===== config.mk =====
export PLATFORM = sky130hd
export DESIGN_NAME = fsmd_host_link_flat
export DESIGN_NICKNAME = d
export VERILOG_FILES = /design/src/rtl/fsmd_host_link_if.sv /design/src/rtl/fsmd_host_link.sv /design/src/flat_wrapper.sv
export SDC_FILE = /design/constraint.sdc
export NUM_CORES = 1
export LEC_CHECK = 0
export CAP_MARGIN = 20
export CORE_ASPECT_RATIO = 1.1
export CORE_UTILIZATION = 35
export DETAILED_ROUTE_END_ITERATION = 16
export GPL_ROUTABILITY_DRIVEN = 1
export PLACE_DENSITY_LB_ADDON = 0.05
export SYNTH_ARGS = -nofsm -noshare
export SYNTH_HDL_FRONTEND = slang
export SYNTH_SLANG_ARGS = --single-unit

===== constraint.sdc =====
create_clock -name clock -period 1.51 [get_ports clock]
set_input_delay 0.151 -clock clock [delete_from_list [all_inputs] [get_ports clock]]
set_output_delay 0.151 -clock clock [all_outputs]
set_load 0.02 [all_outputs]

===== src/rtl/fsmd_host_link_if.sv =====
// Nibble-stream handshakes between a host and fsmd_host_link: operand stream in, result stream out.
interface fsmd_host_link_if;
  logic [3:0] in_data;
  logic       in_valid;
  logic       in_ready;
  logic [3:0] out_data;
  logic       out_valid;
  logic       out_ready;

  modport master (
    output in_data, in_valid, out_ready,
    input  in_ready, out_data, out_valid
  );

  modport slave (
    input  in_data, in_valid, out_ready,
    output in_ready, out_data, out_valid
  );
endinterface


===== src/rtl/fsmd_host_link.sv =====
// Host engine: loads operands a..e, pulses fsmd_rst, waits SETTLE_CYCLES, streams R1..R3 back.
// First result SETTLE_CYCLES+3 cycles after the e handshake; result stream holds indefinitely on out_ready=0.
module fsmd_host_link #(
  parameter int SETTLE_CYCLES = 8
) (
  input  logic                   clock,
  input  logic                   reset,
  fsmd_host_link_if.slave        link,
  output logic [3:0]             a,
  output logic [3:0]             b,
  output logic [3:0]             c,
  output logic [3:0]             d,
  output logic [3:0]             e,
  output logic                   fsmd_rst,
  input  logic [3:0]             R1,
  input  logic [3:0]             R2,
  input  logic [3:0]             R3,
  output logic                   busy,
  output logic [2:0]             st
);

  typedef enum logic [2:0] {
    S_LOAD    = 3'd0,
    S_KICK    = 3'd1,
    S_WAIT    = 3'd2,
    S_CAPTURE = 3'd3,
    S_SEND    = 3'd4
  } state_t;

  localparam logic [7:0] SETTLE_LAST = 8'(SETTLE_CYCLES - 1);

  state_t     state;
  logic [2:0] idx;
  logic [1:0] oidx;
  logic [7:0] cnt;
  logic [3:0] cap0, cap1, cap2;
  logic       in_hs;
  logic       out_hs;

  assign in_hs  = link.in_valid & link.in_ready;
  assign out_hs = link.out_valid & link.out_ready;
  assign st     = state;

  // oidx only ever selects a captured register, so out_data is a pure register mux.
  assign link.out_data = (oidx == 2'd0) ? cap0 :
                         (oidx == 2'd1) ? cap1 : cap2;

  always_ff @(posedge clock) begin
    if (!reset) begin
      state         <= S_LOAD;
      idx           <= '0;
      oidx          <= '0;
      cnt           <= '0;
      a             <= '0;
      b             <= '0;
      c             <= '0;
      d             <= '0;
      e             <= '0;
      cap0          <= '0;
      cap1          <= '0;
      cap2          <= '0;
      fsmd_rst      <= 1'b0;
      busy          <= 1'b0;
      link.in_ready <= 1'b1;
      link.out_valid <= 1'b0;
    end else begin
      fsmd_rst <= 1'b0;
      case (state)
        S_LOAD: begin
          if (in_hs) begin
            case (idx)
              3'd0:    a <= link.in_data;
              3'd1:    b <= link.in_data;
              3'd2:    c <= link.in_data;
              3'd3:    d <= link.in_data;
              default: e <= link.in_data;
            endcase
            if (idx == 3'd4) begin
              idx           <= '0;
              state         <= S_KICK;
              fsmd_rst      <= 1'b1;
              busy          <= 1'b1;
              link.in_ready <= 1'b0;
            end else begin
              idx <= idx + 3'd1;
            end
          end
        end

        S_KICK: begin
          cnt   <= SETTLE_LAST;
          state <= S_WAIT;
        end

        // Loaded with SETTLE_CYCLES-1 so WAIT spans exactly SETTLE_CYCLES cycles.
        S_WAIT: begin
          if (cnt == 8'd0) begin
            state <= S_CAPTURE;
          end else begin
            cnt <= cnt - 8'd1;
          end
        end

        S_CAPTURE: begin
          cap0           <= R1;
          cap1           <= R2;
          cap2           <= R3;
          oidx           <= '0;
          link.out_valid <= 1'b1;
          state          <= S_SEND;
        end

        S_SEND: begin
          if (out_hs) begin
            if (oidx == 2'd2) begin
              oidx           <= '0;
              link.out_valid <= 1'b0;
              link.in_ready  <= 1'b1;
              busy           <= 1'b0;
              state          <= S_LOAD;
            end else begin
              oidx <= oidx + 2'd1;
            end
          end
        end

        default: begin
          state          <= S_LOAD;
          idx            <= '0;
          oidx           <= '0;
          busy           <= 1'b0;
          link.in_ready  <= 1'b1;
          link.out_valid <= 1'b0;
        end
      endcase
    end
  end

endmodule

===== src/flat_wrapper.sv =====
// flat-port wrapper written by rule: the top's interface ports become plain ports
module fsmd_host_link_flat 
#(
  parameter int SETTLE_CYCLES = 8
)
  (clock, reset, a, b, c, d, e, fsmd_rst, R1, R2, R3, busy, st, link_in_data, link_in_valid, link_out_ready, link_in_ready, link_out_data, link_out_valid);
  fsmd_host_link_if link_i ();
  input  logic clock;
  input  logic reset;
  output logic [3:0] a;
  output logic [3:0] b;
  output logic [3:0] c;
  output logic [3:0] d;
  output logic [3:0] e;
  output logic fsmd_rst;
  input  logic [3:0] R1;
  input  logic [3:0] R2;
  input  logic [3:0] R3;
  output logic busy;
  output logic [2:0] st;
  input wire logic [$bits(link_i.in_data)-1:0] link_in_data;
  input wire logic [$bits(link_i.in_valid)-1:0] link_in_valid;
  input wire logic [$bits(link_i.out_ready)-1:0] link_out_ready;
  output wire logic [$bits(link_i.in_ready)-1:0] link_in_ready;
  output wire logic [$bits(link_i.out_data)-1:0] link_out_data;
  output wire logic [$bits(link_i.out_valid)-1:0] link_out_valid;
  assign link_i.in_data = link_in_data;
  assign link_i.in_valid = link_in_valid;
  assign link_i.out_ready = link_out_ready;
  assign link_in_ready = link_i.in_ready;
  assign link_out_data = link_i.out_data;
  assign link_out_valid = link_i.out_valid;
  fsmd_host_link #(.SETTLE_CYCLES(SETTLE_CYCLES)) u_core (.clock(clock), .reset(reset), .link(link_i), .a(a), .b(b), .c(c), .d(d), .e(e), .fsmd_rst(fsmd_rst), .R1(R1), .R2(R2), .R3(R3), .busy(busy), .st(st));
endmodule

======== After elaboration in Yosys (flattened, before gate mapping) ========
Index checks and enable logic that the tools add are counted.
word-level totals
  register bits ........................... 52
  input port bits ......................... 20
  output and inout port bits .............. 31
  word-level logic and storage cells ...... 90
operators by class
  add/sub/neg operators ................... 3
  equality and inequality tests ........... 16
  muxes and demuxes ....................... 28
  bitwise gates (word level) .............. 6
  reductions and logical operators ........ 21
operators by type and width
  operator                                          count
  2-to-1 mux 3 bit                                  7
  AND reduction 3 bit                               7
  case mux 8 bit (2 select lines)                   1
  case mux 3 bit (5 select lines)                   1
  == test 3 x 2 -> 1 bit, second input constant     4
  != test 2 x 1 -> 1 bit, second input constant     5
  AND reduction 5 bit                               2
  2-to-1 mux 1 bit                                  9
  case mux 1 bit (3 select lines)                   3
  logical NOT 8 bit                                 1
  2-to-1 mux 4 bit                                  2
  2-to-1 mux 8 bit                                  1
  OR reduction 4 bit                                2
  subtractor 8 x 1 -> 8 bit, second input constant  1
  == test 3 x 1 -> 1 bit, second input constant     2
  == test 3 bit, second input constant              2
  logical NOT 3 bit                                 2
  case mux 3 bit (2 select lines)                   1
  AND reduction 2 bit                               3
  OR reduction 3 bit                                2
  2-to-1 mux 2 bit                                  2
  inverter 1 bit                                    4
  case mux 2 bit (2 select lines)                   1
  adder 3 x 1 -> 3 bit, second input constant       1
  other kinds (7)                                   8

======== Longest topological paths before layout ========
  word-level depth ........................ 4
  depth in mapped cells ................... 6
  gate-level depth less buffers ........... 6

======== Least setup slack after synthesis ========
No wires, ideal clock.
  path kind ............................... register -> register
  from .................................... register u_core.state[1] (netlist: u_core.st[1])
  to ...................................... register u_core.cnt[5]
  setup time .............................. 70 ps
  arrival time ............................ 1,604 ps
  required time ........................... 1,440 ps
  slack ................................... -164 ps
  stages on the path, launching flop included .. 6
  path buffers ............................ 1
  period minus slack after synthesis ...... 1,674 ps
  cell sequence ........................... dfxtp_1 buf_2 nor4b_4 nand2_1 or4b_1 a21oi_1
between the ends
  cells in the longest elaborated chain, start to end .. 3
  elaborated cells between the ends (all ways) .. 6
  classes of those cells .................. eq/ne (3); mux (1); reduce/logical (2)
RTL lines
  item                                                                  RTL line               source
  from (decl)                                                           fsmd_host_link.sv:32   state_t state;
  from (signal assigned)                                                fsmd_host_link.sv:50   state <= S_LOAD;
  from (signal assigned)                                                fsmd_host_link.sv:80   state <= S_KICK;
  from (signal assigned)                                                fsmd_host_link.sv:92   state <= S_WAIT;
  == test 3 x 2 -> 1 bit or == test 3 x 1 -> 1 bit (tied branches)      fsmd_host_link.sv:68   case (state)
  != test 2 bit (no source line) or nonzero test 2 bit (tied branches)  --
  AND reduction 2 bit (no source line)                                  --
  to (signal assigned)                                                  fsmd_host_link.sv:100  cnt <= cnt - 8'd1;
  to (decl)                                                             fsmd_host_link.sv:35   logic [7:0] cnt;
Parallel ways exist; a longest one is shown, timed or not.
A chain may end at the register's enable or synchronous reset.

======== Final worst setup path ========
  from .................................... register u_core.state[2] (netlist: u_core.st[2])
  to ...................................... register u_core.idx[0]
between the ends
  cells in the longest elaborated chain, start to end .. 4
  elaborated cells between the ends (all ways) .. 10
  classes of those cells .................. eq/ne (5); mux (1); bitwise (1); reduce/logical (3)
RTL lines
  item                                            RTL line              source
  == test 3 x 1 -> 1 bit (tied with other cells)  fsmd_host_link.sv:68
  OR reduction 4 bit (no source line)             --
  inverter 1 bit (no source line)                 --
  AND reduction 2 bit (no source line)            --
  to (signal assigned)                            fsmd_host_link.sv:85  idx <= idx + 3'd1;
  to (decl)                                       fsmd_host_link.sv:33  logic [2:0] idx;
Parallel ways exist; a longest one is shown, timed or not.

==> impl_metrics.ini <==
[routing]
routed-via-count = 2096
drcViolationCount = 0
viasPerCell = 4.785
drt_iter0_markers = 101
wire_per_inst_um = 13.09
wl_mm = 5.732
dr.pass1.iters = 4
final_antenna_net_count = 0

[final_layout]
nets = 384
layout-drive-gt1-share = 0.2877
finish.instance_area_um2 = 3562
final_cell_mix = nand2_1, buf_4, dfxtp_1, clkdlybuf4s50_1, mux2i_1
n_antenna_cell = 0
area_growth_pct = 55.32
layout_commonest_cell = nand2_1

[worst_setup_path]
crit_required_ns = 1.73
path_class = reg2reg
rrSetupSlack_ns = -0.12
path_max_fanout = 3
crit_arrival_ns = 1.85
critPathMaxStageDelay_ns = 0.37
startpoint_type = register
critPathSlowestCell = dfxtp_4
end_kind = register
ff2ff_path_depth = 5
timing.rr.start = u_core.st[2]$_SDFFE_PN0P_
reg2reg_to = u_core.idx[0]$_SDFFE_PN0P_
crit_chain = buf_4 -> or2_4 -> a211o_1 -> or3_1 -> a311oi_2

[timing]
final.setup.tns_ns = -0.3598
finalCritPeriodShare = 1.079
setup_viol = 8
rsz0062_at_grt = true
slew-limit-headroom = 0.7268
max_freq_mhz = 613.7
drv_slew = 0
tightest_slew_ns = 0.4088
skew_ns = 0.008580
min_period_ns = 1.629
hold_ws_ns = 0.3818
fin_ws_ns = -0.1193
final_hold_viol_count = 0

[clock_tree]
ctsHtreeMaxLevel = 2
cts_hold_buf = 0
clk_pin_slew_ns = 0.10
cts-buffers-inserted = 5
cts_tree = done
clockRootBuffer = clkbuf_8
clk_latency_ns = 0.30
clock_path_buffers = 2
cts.sinks = 52

[worst_hold_path]
hold_depth = 3
min_path_type = in2reg
min_from = R2[1]
holdPathEnd = u_core.cap1[1]$_SDFFE_PN0P_

[global_route]
antenna_found_initial = 0
track_usage = 0.1776
grt_first_pass_wirelength_mm = 9.591
first_global_vias = 2051
grt-ovfl-total = 0
grt_max_degree = 20

[placement]
port_buffers = 50
gp_congestion = 0.8450
placed_area_um2 = 3177
dp_hpwl_mm = 3.998

[synthesis]
synth_ff_type = dfxtp_1
avgSynthCellArea_um2 = 8.655
yosys_register_bits = 52
yosysUniqueCellTypes = 42
yosys_warnings = 0
syn_inst = 265
synth-edff-count = 0
seq_area_frac_synth = 0.4539
syn_area_um2 = 2293
synthArstFlopShare = 0
syn-num-nets = 292

[floorplanning]
die_w_um = 79.18
start_util = 0.3681
core_um2 = 6231
fp.dieH_um = 86.90
num_io_pins = 51
dieArea_um2 = 6881
rows = 30

[flow_run]
max-cap-violations = 0

[status]
outcome = finished, violations left
violations = setup timing

[power]
total_leakage_power_nw = 1.450
irDropWorstVdd_mv = 0.5992
power.density_nw_per_um2 = 785.4
## power by group
part | total (mW) | switching [mW] | leakage (nW) | internal, mW
logic | 0.407 | 0.187 | 0.965 | 0.220
clock network | 0.966 | 0.473 | 0.0585 | 0.493
registers | 1.42 | 0.0247 | 0.426 | 1.40
## what timing repair did
item                       4_1_cts  5_1_grt
buffers inserted                 4        5
gates resized for setup         32       33
setup endpoints to repair       22       31
pin swaps                       12       14
## worst max-delay path by stage
stage                                          start                    endpoint  slack, ns  depth (start not counted)
after detailed placement  u_core.cnt[0]$_SDFFE_PN0P_   u_core.st[0]$_SDFFE_PN0P_      -0.22                          5
after floorplan            u_core.st[0]$_SDFFE_PN0P_  u_core.cnt[5]$_SDFFE_PN0P_      -0.07                          5
after global placement                 link_in_valid    u_core.c[0]$_SDFFE_PN0P_      -0.13                          6
after global routing       u_core.st[2]$_SDFFE_PN0P_  u_core.cnt[4]$_SDFFE_PN0P_      -0.18                          6
after CTS                 u_core.cnt[0]$_SDFFE_PN0P_  u_core.cnt[4]$_SDFFE_PN0P_      -0.08                          6
final                      u_core.st[2]$_SDFFE_PN0P_  u_core.idx[0]$_SDFFE_PN0P_      -0.12                          5
## cell usage after synthesis, types with 4 or more instances
cell type / n / area [um2]
inv_1: 8 / 30.03
nand2_1: 68 / 255.2
nor3_1: 4 / 20.02
or3_1: 4 / 25.02
clkbuf_1: 9 / 33.78
dfxtp_1: 52 / 1041
nor2_1: 12 / 45.04
ha_1: 7 / 87.58
mux2i_1: 25 / 250.2
a21oi_1: 24 / 120.1
a211oi_1: 4 / 30.03
o21ai_1: 6 / 30.03
## final cells by class
| class | count | area (um2) |
|---|---|---|
| Timing Repair Buffer | 97 | 883.3 |
| Clock buffer | 5 | 68.82 |
| Inverter | 10 | 40.04 |
| Sequential cell | 52 | 1065 |
| Multi-Input combinational cell | 191 | 1364 |
| Fill cell | 574 | 2669 |
| Tap cell | 80 | 100.1 |
| Clock inverter | 3 | 41.29 |
## routing by layer
| layer | up-vias | share of wire | global-route usage |
|---|---|---|---|
| met5 | - | 0 | 0 |
| met4 | 0 | 0.017 | 0.07273 |
| met3 | 6 | 0.038 | 0.02827 |
| met2 | 44 | 0.50 | 0.3111 |
| met1 | 955 | 0.45 | 0.2155 |
| li1 | 1091 | - | - |
## worst max-delay path, delay by kind of cell, from the launching register on
| family | cells | cell delay [ns] |
|---|---|---|
| AO/OA/AOI/OAI | 2 | 0.45 |
| flip-flops | 1 | 0.37 |
| buffers and inverters | 1 | 0.13 |
| AND/OR/NAND/NOR | 2 | 0.59 |
## stage by stage
stage / power (mW) / std cells / setup WS (ns) / util
2_1_floorplan: 1.619 / 265 / -0.06511 / -
3_3_place_gp: 1.808 / 421 / -0.1320 / 0.5098
3_5_place_dp: 1.806 / 421 / -0.2192 / 0.5098
4_1_cts: 2.806 / 433 / -0.08038 / 0.5442
5_1_grt: 2.926 / 438 / -0.1772 / 0.5717
6_report: 2.798 / 438 / -0.1193 / 0.5717
## registers in the layout (all words and copies together) (netlist names), 2 cells and up
| signal | cells |
|---|---|
| u_core.cnt | 8 |
| u_core.a | 4 |
| u_core.b | 4 |
| u_core.c | 4 |
| u_core.cap0 | 4 |
| u_core.cap1 | 4 |
| u_core.cap2 | 4 |
| u_core.d | 4 |
| u_core.e | 4 |
| u_core.idx | 3 |
| u_core.st | 3 |
| u_core.oidx | 2 |
## cells by family (layout without fill, tap and decap cells)
kind of cell / after synthesis / count (layout) / synth area share
AO/OA/AOI/OAI: 51 / 51 / 0.1369
XOR/XNOR: 1 / 1 / 0.003820
adder cells (fa/ha/maj): 7 / 7 / 0.03819
buffers and inverters: 22 / 115 / 0.03874
flip-flops: 52 / 52 / 0.4539
multiplexers: 25 / 25 / 0.1091
AND/OR/NAND/NOR: 107 / 107 / 0.2193
Note: power is estimated with default switching activity, not from simulation.
